## src/rtl/ocp_slave_mem_if.sv

```systemverilog
// OCP point-to-point link between the master bridge and the slave memory.
// Slave modport is the view taken by ocp_slave_mem.
interface ocp_if #(
  parameter int DATA_WIDTH = 32,
  parameter int ADDR_WIDTH = 5
);
  logic [2:0]            m_cmd;
  logic [ADDR_WIDTH-1:0] m_addr;
  logic [DATA_WIDTH-1:0] m_data;
  logic                  m_resp_accept;
  logic                  s_cmd_accept;
  logic [1:0]            s_resp;
  logic [DATA_WIDTH-1:0] s_data;

  modport slave (
    input  m_cmd,
    input  m_addr,
    input  m_data,
    input  m_resp_accept,
    output s_cmd_accept,
    output s_resp,
    output s_data
  );

  modport master (
    output m_cmd,
    output m_addr,
    output m_data,
    output m_resp_accept,
    input  s_cmd_accept,
    input  s_resp,
    input  s_data
  );
endinterface

```

## src/rtl/ocp_slave_mem.sv

```systemverilog
// OCP slave endpoint serving one command at a time from a register array.
// Define OCP_SLAVE_MEM_ADDR_CHECK_EN to answer out-of-range addresses with ERR.
module ocp_slave_mem #(
  parameter int DATA_WIDTH  = 32,
  parameter int ADDR_WIDTH  = 5,
  parameter int DEPTH       = 2**ADDR_WIDTH,
  parameter int WAIT_CYCLES = 2
) (
  input  logic        clk,
  input  logic        reset,
  input  logic        enable,
  ocp_if.slave        s_ocp,
  output logic        busy,
  output logic [15:0] wr_count,
  output logic [15:0] rd_count
);

  localparam int unsigned DEPTH_U = DEPTH;
  localparam int IW = (DEPTH > 1) ? $clog2(DEPTH) : 1;
  localparam logic [3:0] WAIT_LOAD =
    (WAIT_CYCLES > 0) ? 4'(WAIT_CYCLES - 1) : 4'd0;

  localparam logic [2:0] CMD_WR = 3'b001;
  localparam logic [2:0] CMD_RD = 3'b010;
  localparam logic [1:0] R_NULL = 2'b00;
  localparam logic [1:0] R_DVA  = 2'b01;
  localparam logic [1:0] R_ERR  = 2'b11;

  typedef enum logic [1:0] {
    ST_IDLE,
    ST_ACCEPT,
    ST_WAIT,
    ST_RESP
  } state_e;

  state_e                state_q, state_d;
  logic                  wr_q, wr_d;
  logic [ADDR_WIDTH-1:0] addr_q, addr_d;
  logic [DATA_WIDTH-1:0] data_q, data_d;
  logic [3:0]            cnt_q, cnt_d;
  logic [1:0]            resp_q, resp_d;
  logic [DATA_WIDTH-1:0] rdata_q, rdata_d;
  logic [15:0]           wrc_q, wrc_d;
  logic [15:0]           rdc_q, rdc_d;

  logic [DATA_WIDTH-1:0] mem_q [DEPTH];
  logic [IW-1:0]         idx;
  logic                  addr_ok;
  logic                  go_resp;
  logic                  mem_we;

  assign idx = IW'(32'(addr_q) % DEPTH_U);

`ifdef OCP_SLAVE_MEM_ADDR_CHECK_EN
  assign addr_ok = (32'(addr_q) < DEPTH_U);
`else
  assign addr_ok = 1'b1;
`endif

  always_comb begin
    state_d = state_q;
    wr_d    = wr_q;
    addr_d  = addr_q;
    data_d  = data_q;
    cnt_d   = cnt_q;
    resp_d  = resp_q;
    rdata_d = rdata_q;
    wrc_d   = wrc_q;
    rdc_d   = rdc_q;
    go_resp = 1'b0;
    mem_we  = 1'b0;
    if (enable) begin
      unique case (state_q)
        ST_IDLE: begin
          if (s_ocp.m_cmd == CMD_WR || s_ocp.m_cmd == CMD_RD) begin
            wr_d    = (s_ocp.m_cmd == CMD_WR);
            addr_d  = s_ocp.m_addr;
            data_d  = s_ocp.m_data;
            state_d = ST_ACCEPT;
          end
        end
        ST_ACCEPT: begin
          if (WAIT_CYCLES > 0) begin
            state_d = ST_WAIT;
            cnt_d   = WAIT_LOAD;
          end else begin
            go_resp = 1'b1;
          end
        end
        ST_WAIT: begin
          if (cnt_q == 4'd0) go_resp = 1'b1;
          else cnt_d = cnt_q - 4'd1;
        end
        ST_RESP: begin
          if (s_ocp.m_resp_accept && resp_q != R_NULL) begin
            resp_d  = R_NULL;
            state_d = ST_IDLE;
          end
        end
        default: state_d = ST_IDLE;
      endcase
    end
    // Access, response and counter all land on the edge entering RESP
    if (go_resp) begin
      state_d = ST_RESP;
      if (!addr_ok) begin
        resp_d  = R_ERR;
        rdata_d = '0;
      end else if (wr_q) begin
        resp_d  = R_DVA;
        rdata_d = '0;
        wrc_d   = wrc_q + 16'd1;
        mem_we  = reset;
      end else begin
        resp_d  = R_DVA;
        rdata_d = mem_q[idx];
        rdc_d   = rdc_q + 16'd1;
      end
    end
  end

  always_ff @(posedge clk or negedge reset) begin
    if (!reset) begin
      state_q <= ST_IDLE;
      wr_q    <= 1'b0;
      addr_q  <= '0;
      data_q  <= '0;
      cnt_q   <= 4'd0;
      resp_q  <= R_NULL;
      rdata_q <= '0;
      wrc_q   <= 16'd0;
      rdc_q   <= 16'd0;
    end else begin
      state_q <= state_d;
      wr_q    <= wr_d;
      addr_q  <= addr_d;
      data_q  <= data_d;
      cnt_q   <= cnt_d;
      resp_q  <= resp_d;
      rdata_q <= rdata_d;
      wrc_q   <= wrc_d;
      rdc_q   <= rdc_d;
    end
  end

  always_ff @(posedge clk) begin
    if (mem_we) mem_q[idx] <= data_q;
  end

  assign s_ocp.s_cmd_accept = (state_q == ST_ACCEPT);
  assign s_ocp.s_resp       = resp_q;
  assign s_ocp.s_data       = rdata_q;
  assign busy               = (state_q != ST_IDLE);
  assign wr_count           = wrc_q;
  assign rd_count           = rdc_q;

endmodule

```

## src/flat_wrapper.sv

```systemverilog
// flat-port wrapper written by rule: the top's interface ports become plain ports
module ocp_slave_mem_flat 
#(
  parameter int DATA_WIDTH  = 32,
  parameter int ADDR_WIDTH  = 5,
  parameter int DEPTH       = 2**ADDR_WIDTH,
  parameter int WAIT_CYCLES = 2
)
  (clk, reset, enable, busy, wr_count, rd_count, s_ocp_m_cmd, s_ocp_m_addr, s_ocp_m_data, s_ocp_m_resp_accept, s_ocp_s_cmd_accept, s_ocp_s_resp, s_ocp_s_data);
  ocp_if #(.DATA_WIDTH(DATA_WIDTH), .ADDR_WIDTH(ADDR_WIDTH)) s_ocp_i ();
  input  logic clk;
  input  logic reset;
  input  logic enable;
  output logic busy;
  output logic [15:0] wr_count;
  output logic [15:0] rd_count;
  input wire logic [$bits(s_ocp_i.m_cmd)-1:0] s_ocp_m_cmd;
  input wire logic [$bits(s_ocp_i.m_addr)-1:0] s_ocp_m_addr;
  input wire logic [$bits(s_ocp_i.m_data)-1:0] s_ocp_m_data;
  input wire logic [$bits(s_ocp_i.m_resp_accept)-1:0] s_ocp_m_resp_accept;
  output wire logic [$bits(s_ocp_i.s_cmd_accept)-1:0] s_ocp_s_cmd_accept;
  output wire logic [$bits(s_ocp_i.s_resp)-1:0] s_ocp_s_resp;
  output wire logic [$bits(s_ocp_i.s_data)-1:0] s_ocp_s_data;
  assign s_ocp_i.m_cmd = s_ocp_m_cmd;
  assign s_ocp_i.m_addr = s_ocp_m_addr;
  assign s_ocp_i.m_data = s_ocp_m_data;
  assign s_ocp_i.m_resp_accept = s_ocp_m_resp_accept;
  assign s_ocp_s_cmd_accept = s_ocp_i.s_cmd_accept;
  assign s_ocp_s_resp = s_ocp_i.s_resp;
  assign s_ocp_s_data = s_ocp_i.s_data;
  ocp_slave_mem #(.DATA_WIDTH(DATA_WIDTH), .ADDR_WIDTH(ADDR_WIDTH), .DEPTH(DEPTH), .WAIT_CYCLES(WAIT_CYCLES)) u_core (.clk(clk), .reset(reset), .enable(enable), .s_ocp(s_ocp_i), .busy(busy), .wr_count(wr_count), .rd_count(rd_count));
endmodule
```

## config.mk

```make
export PLATFORM = sky130hd
export DESIGN_NAME = ocp_slave_mem_flat
export DESIGN_NICKNAME = d
export VERILOG_FILES = /design/src/rtl/ocp_slave_mem_if.sv /design/src/rtl/ocp_slave_mem.sv /design/src/flat_wrapper.sv
export SDC_FILE = /design/constraint.sdc
export NUM_CORES = 1
export LEC_CHECK = 0
export BUFFER_PORTS_ARGS = -buffer_cell sky130_fd_sc_hd__buf_2
export CAP_MARGIN = 20
export CORE_MARGIN = 2
export CORE_UTILIZATION = 45
export DETAILED_ROUTE_END_ITERATION = 12
export HOLD_SLACK_MARGIN = 0.08
export PLACE_DENSITY = 0.61
export SLEW_MARGIN = 20
export SYNTH_ARGS = -nofsm -noshare
export SYNTH_HDL_FRONTEND = slang
export SYNTH_SLANG_ARGS = --single-unit
```

## constraint.sdc

```tcl
create_clock -name clk -period 4.6 [get_ports clk]
set_input_delay 0.92 -clock clk [delete_from_list [all_inputs] [get_ports clk]]
set_output_delay 0.92 -clock clk [all_outputs]
set_load 0.01 [all_outputs]
```

=== Word-level counts from Yosys, hierarchy flattened ===
Memories as Yosys holds them, arrays and structs flattened.
Cells that the tools add are included.

* Bits of input ports: 44
* RAM bits: 1024
* Memories: 1
* Register bits: 110

* Reduce and logical (&&, ||, !) cells: 17
* Multiplexer cells: 18
* Add/subtract/negate cells: 3
* Bitwise logic cells: 1
* Equality and inequality tests: 8

{| class="wikitable"
|+ Memories
! memory !! depth !! width !! rd ports !! clocked after memory_dff !! write ports !! RTL line !! text
|-
| u_core.mem_q || 32 || 32 || 1 || 0 || 1 || ocp_slave_mem.sv:46 || <nowiki>logic [DATA_WIDTH-1:0] mem_q [DEPTH];</nowiki>
|}

{| class="wikitable"
|+ Operators with widths
! cell !! count
|-
| $add A16 B1 Y16 const B || 2
|-
| $mux W32 || 1
|-
| $mux W2 || 7
|-
| $reduce_bool A2 Y1 || 6
|-
| $reduce_and A3 Y1 || 3
|-
| $pmux W4 S2 || 1
|-
| $mux W1 || 7
|-
| $ne A3 B1 Y1 const B || 2
|-
| $pmux W2 S3 || 1
|-
| $eq A2 B2 Y1 const B || 2
|-
| $logic_not A4 Y1 || 1
|-
| $mux W4 || 1
|-
| $reduce_and A2 Y1 || 2
|-
| $reduce_and A4 Y1 || 1
|-
| $reduce_bool A4 Y1 || 1
|-
| $sub A4 B1 Y4 const B || 1
|-
| $eq A3 B1 Y1 const B || 1
|-
| $eq A3 B2 Y1 const B || 1
|-
| $eq A2 B1 Y1 const B || 1
|-
| $logic_not A2 Y1 || 1
|-
| $ne A2 B2 Y1 const B || 1
|-
| $logic_and A1 B1 Y1 || 1
|-
| $logic_or A1 B1 Y1 || 1
|-
| $not A1 Y1 || 1
|}

=== Longest topological paths before layout ===
* Depth after elaboration: 7
* Gate-level depth with buffers: 9
* Gate-level depth less buffers: 7

=== Worst setup path before layout ===
OpenSTA, ideal clock, no wires.

* Kind: input port to flip-flop
* Start point: input port enable
* End point: memory u_core.mem_q[20][0], enable pin
* Arrival time: 3.267 ns
* Buffers on the path: 1
* Path slack: 0.912 ns
* Setup time: 0.421 ns
* Stages on the path: 5
* Path through: clkbuf_1 -> nand3_1 -> nor3b_1 -> nand3_1 -> nor2_1

* Word-level cells in the longest chain between the ends: 4

{| class="wikitable"
|+ Ends and longest elaborated chain
! what !! RTL line !! text
|-
| start, declared || flat_wrapper.sv:13 || <nowiki>input logic enable;</nowiki>
|-
| $mux W1 || ocp_slave_mem.sv:72 || <nowiki>if (enable) begin</nowiki>
|-
| $mux W1 || ocp_slave_mem.sv:104 || <nowiki>if (go_resp) begin</nowiki>
|-
| $mux W1 || ocp_slave_mem.sv:147 || <nowiki>if (mem_we) mem_q[idx] <= data_q;</nowiki>
|-
| $mux W1 (not written as such) || ocp_slave_mem.sv:147 ||
|-
| end, declared || ocp_slave_mem.sv:46 ||
|}

No other way between the ends.

=== Worst setup path after layout ===
* Start point: register u_core.addr_q[1]
* End point: register u_core.rdata_q[16], in the netlist u_core.s_ocp.s_data[16]

* Word-level cells in the longest chain between the ends: 2

{| class="wikitable"
|+ Ends and longest elaborated chain
! what !! RTL line !! text
|-
| start, declared || ocp_slave_mem.sv:38 || <nowiki>logic [ADDR_WIDTH-1:0] addr_q, addr_d;</nowiki>
|-
| start signal, assigned || ocp_slave_mem.sv:136 || <nowiki>addr_q <= addr_d;</nowiki>
|-
| $mem_v2 Z32 W32 || n/a ||
|-
| $mux W32 || ocp_slave_mem.sv:109 || <nowiki>end else if (wr_q) begin</nowiki>
|-
| end signal, assigned || ocp_slave_mem.sv:140 || <nowiki>rdata_q <= rdata_d;</nowiki>
|-
| end, declared || ocp_slave_mem.sv:42 || <nowiki>logic [DATA_WIDTH-1:0] rdata_q, rdata_d;</nowiki>
|}

No other way between the ends.
A chain may end at the register's enable or synchronous reset.

==> results.py <==
metrics = {
    "status": {
        "status": "finished clean",
    },
    "sta": {
        "tightest_slew_ns": 1.165,
        "rsz0062_at_grt": "no",
        "report.final.hold_viol_count": 0,
        "final-setup-viol-count": 0,
        "tns_ns": 0,
        "clock_skew_ns": 0.01688,
        "fmax_mhz": 279.0,
        "fin_crit_ns": 3.584,
        "fin_crit_sh_pct": 77.91,
        "maxSlewViolCount": 0,
        "slew_headroom_pct": 22.31,
    },
    "yosys": {
        "yosys.area.top_type": "edfxtp_1",
        "seq_area_frac_synth_pct": 77.04,
        "ys_top_cells_by_area": "edfxtp_1 (71%), mux2i_1 (12%), dfrtp_1 (6.3%)",
        "synth_cell_types": 44,
        "ys_async_sr_fraction_pct": 9.620,
        "synth_edf_count": 1024,
        "ys_seq_elements": 1133,
        "yosysWarnings": 0,
        "syn-num-nets": 2468,
        "syn_area_sq_um": 43450,
        "synth_area_per_cell_sq_um": 17.99,
        "syn_inst": 2416,
        "synth_top_area_share_pct": 70.76,
        "ys.flop_type": "edfxtp_1",
    },
    "global_route": {
        "grt_usage_pct": 23.53,
        "grt.busiest_layer": "met2",
        "grt_pass1_wl_microns": 167900,
        "met1_usage_pct": 32.69,
        "grt_max_degree": 71,
        "antenna_found_initial": 0,
        "grt_pass1_vias": 23890,
        "met3_usage_pct": 4.651,
        "met2_usage_pct": 38.03,
        "overflow": 0,
    },
    "floorplan": {
        "floorplan.initialDensity_pct": 45.60,
        "die_y_microns": 314.8,
        "fp.dieW_microns": 314.8,
        "die_area_sq_um": 99070,
        "row_count": 113,
        "io_pins": 112,
        "core_sq_um": 95290,
    },
    "worst_hold_path": {
        "min-delay-start": "s_ocp_m_data[12]",
        "hp-class": "in -> reg",
    },
    "place": {
        "place_congestion": 0.8200,
        "hpwlAfterDp_microns": 67820,
        "io_buffers": 110,
    },
    "worst_setup_path": {
        "crit_path_start_kind": "register",
        "crit_family": "buffers and inverters",
        "end_kind": "register",
        "slowest_stage": "dfrtp_4",
        "crit_type": "reg -> reg",
        "path_cells": "buf_12 > buf_4 > mux2i_1 > o22ai_1 > nor4_1 > nand2_1 > a22o_1",
        "r2r_start": "u_core.addr_q[1]",
        "critPathBufInv": 2,
        "cp-startpoint": "u_core.addr_q[1]",
        "worstPathRequired_ns": 5.18,
        "cpPeakStageDelay_ns": 0.86,
        "worstPathMaxFanout": 64,
        "cp.arrival_ns": 4.16,
    },
    "clock_tree": {
        "cts_made_buffers": 114,
        "clockBufferDepth": 3,
        "cts_sinks": 1133,
        "cts_setup_buffers": 0,
        "clk_pin_slew_ns": 0.06,
        "htree_levels": 3,
        "clk-insertion-delay-late_ns": 0.69,
        "root_buffer": "clkbuf_16",
        "cts_tree": "done",
        "cts_resized": 0,
    },
    "run": {
        "timing.max_cap.violations": 0,
    },
    "routing": {
        "totalWireLength_microns": 116800,
        "post-route-drc-count": 0,
        "vias_per_cell": 5.895,
        "final_antenna_net_count": 0,
        "wl_per_cell_microns": 29.36,
        "drt_pre_antenna_iters": 5,
        "drt_iter0_markers": 2424,
        "vias": 23450,
    },
    "final_layout": {
        "diodes": 0,
        "nets": 2663,
        "mostFrequentLayoutCells": "edfxtp_1 (1024), mux2i_1 (512), o22ai_1 (257), clkbuf_16 (116), buf_2 (109)",
        "mostFrequentLayoutCell": "edfxtp_1",
        "drive_above_1_share_pct": 18.14,
        "final_util_pct": 52.45,
        "area_growth_pct": 15.02,
    },
    "power_and_ir_drop": {
        "peakVddDrop_uv": 437.8,
        "powerDensity_nw_per_um2": 603.7,
        "leakagePower_nw": 17.76,
    },
}
worst reg2reg max path, stage by stage (launching register included):
cell and delay, ns:
dfrtp_4 0.86, buf_12 0.52, buf_4 0.61, mux2i_1 0.25, o22ai_1 0.12, nor4_1 0.75
nand2_1 0.12, a22o_1 0.24
worst paths after layout:
check | end | slack, ns | cells past startpoint
min in group asynchronous | u_core.wr_count[1] | 0.62 | 2
max in group asynchronous | u_core.addr_q[1] | 1.91 | 4
setup reg to reg | u_core.s_ocp.s_data[16] | 1.02 | 7
hold reg to reg | u_core.wr_count[15] | 0.46 | 1
hold / removal | u_core.data_q[12] | 0.46 | 2
setup / recovery | u_core.s_ocp.s_data[16] | 1.02 | 7
metal layers:
layer  wire, microns  vias to the layer above  share of wire, %
met2           55720                     1012                48
met5               0                        -                 0
met3            9160                      195               7.8
met1           48870                    12130                42
li1                -                    10110                 -
met4            3011                        0               2.6
logic make-up (layout without fill, tap and decap cells):
kind of cell,after synthesis,in the layout,synth area share (%)
AND/OR/NAND/NOR,235,235,2.934
other,1,1,0.008630
AO/OA/AOI/OAI,306,306,4.575
buffers and inverters,151,447,1.782
XOR/XNOR,31,31,0.6248
flip-flops,1133,1133,77.04
adder cells (fa/ha/maj),8,8,0.2304
multiplexers,551,551,12.80
cell type report:
cell class                 instances  area (sq um)
inverter                          10         37.54
clock buffer                     150          3141
clock inverter                    67         595.6
multi-input combinational       1132          9508
sequential                      1133         33490
tap                             1265          1583
fill                            7584         45310
timing repair buffer             220          1623
registers in the layout, indices dropped and copies added, names as in the netlist:
name,count
u_core.addr_q,5
u_core.cnt_q,4
u_core.data_q,32
u_core.mem_q,1024
u_core.rd_count,16
u_core.s_ocp.s_data,32
u_core.s_ocp.s_resp,1
u_core.state_q,2
u_core.wr_count,16
u_core.wr_q,1
power breakdown:
group | switching (W) | internal (W)
clock | 0.00387 | 0.00530
combinational | 0.00437 | 0.00257
sequential | 0.00116 | 0.0129
synthesized netlist by cell type, types with 10 or more instances:
master,instances
a22o_1,32
xnor2_1,16
inv_1,10
buf_2,102
edfxtp_1,1024
nor4_1,64
o22ai_1,257
nand3_1,17
clkbuf_1,24
mux2_2,39
dfrtp_1,109
and3_1,12
nand2_1,53
nor2_1,48
mux2i_1,512
xor2_1,15
through the flow:
stage / hold slack, ns / instances / total power, W / worst slack, ns / cell area, sq um
4_1_cts: 0.4236 / 3977 / 0.03030 / 1.104 / 49970
3_5_place_dp: 0.4547 / 3759 / 0.02118 / 1.118 / 46220
3_3_place_gp: 0.4493 / 3759 / 0.02104 / 1.134 / 46220
6_report: 0.4594 / 3977 / 0.03018 / 1.016 / 49980
5_1_grt: 0.4406 / 3977 / 0.03119 / 0.9974 / 49980
2_1_floorplan: 0.4689 / 2416 / 0.01819 / 0.9122 / 43450
what timing repair did:
action / 4_1_cts / 5_1_grt
hold endpoints to repair: 5 / 0
endpoints found under the setup margin: 0 / 0
hold buffers: 1 / 0
No activity file was read; power rests on OpenSTA's default activity.
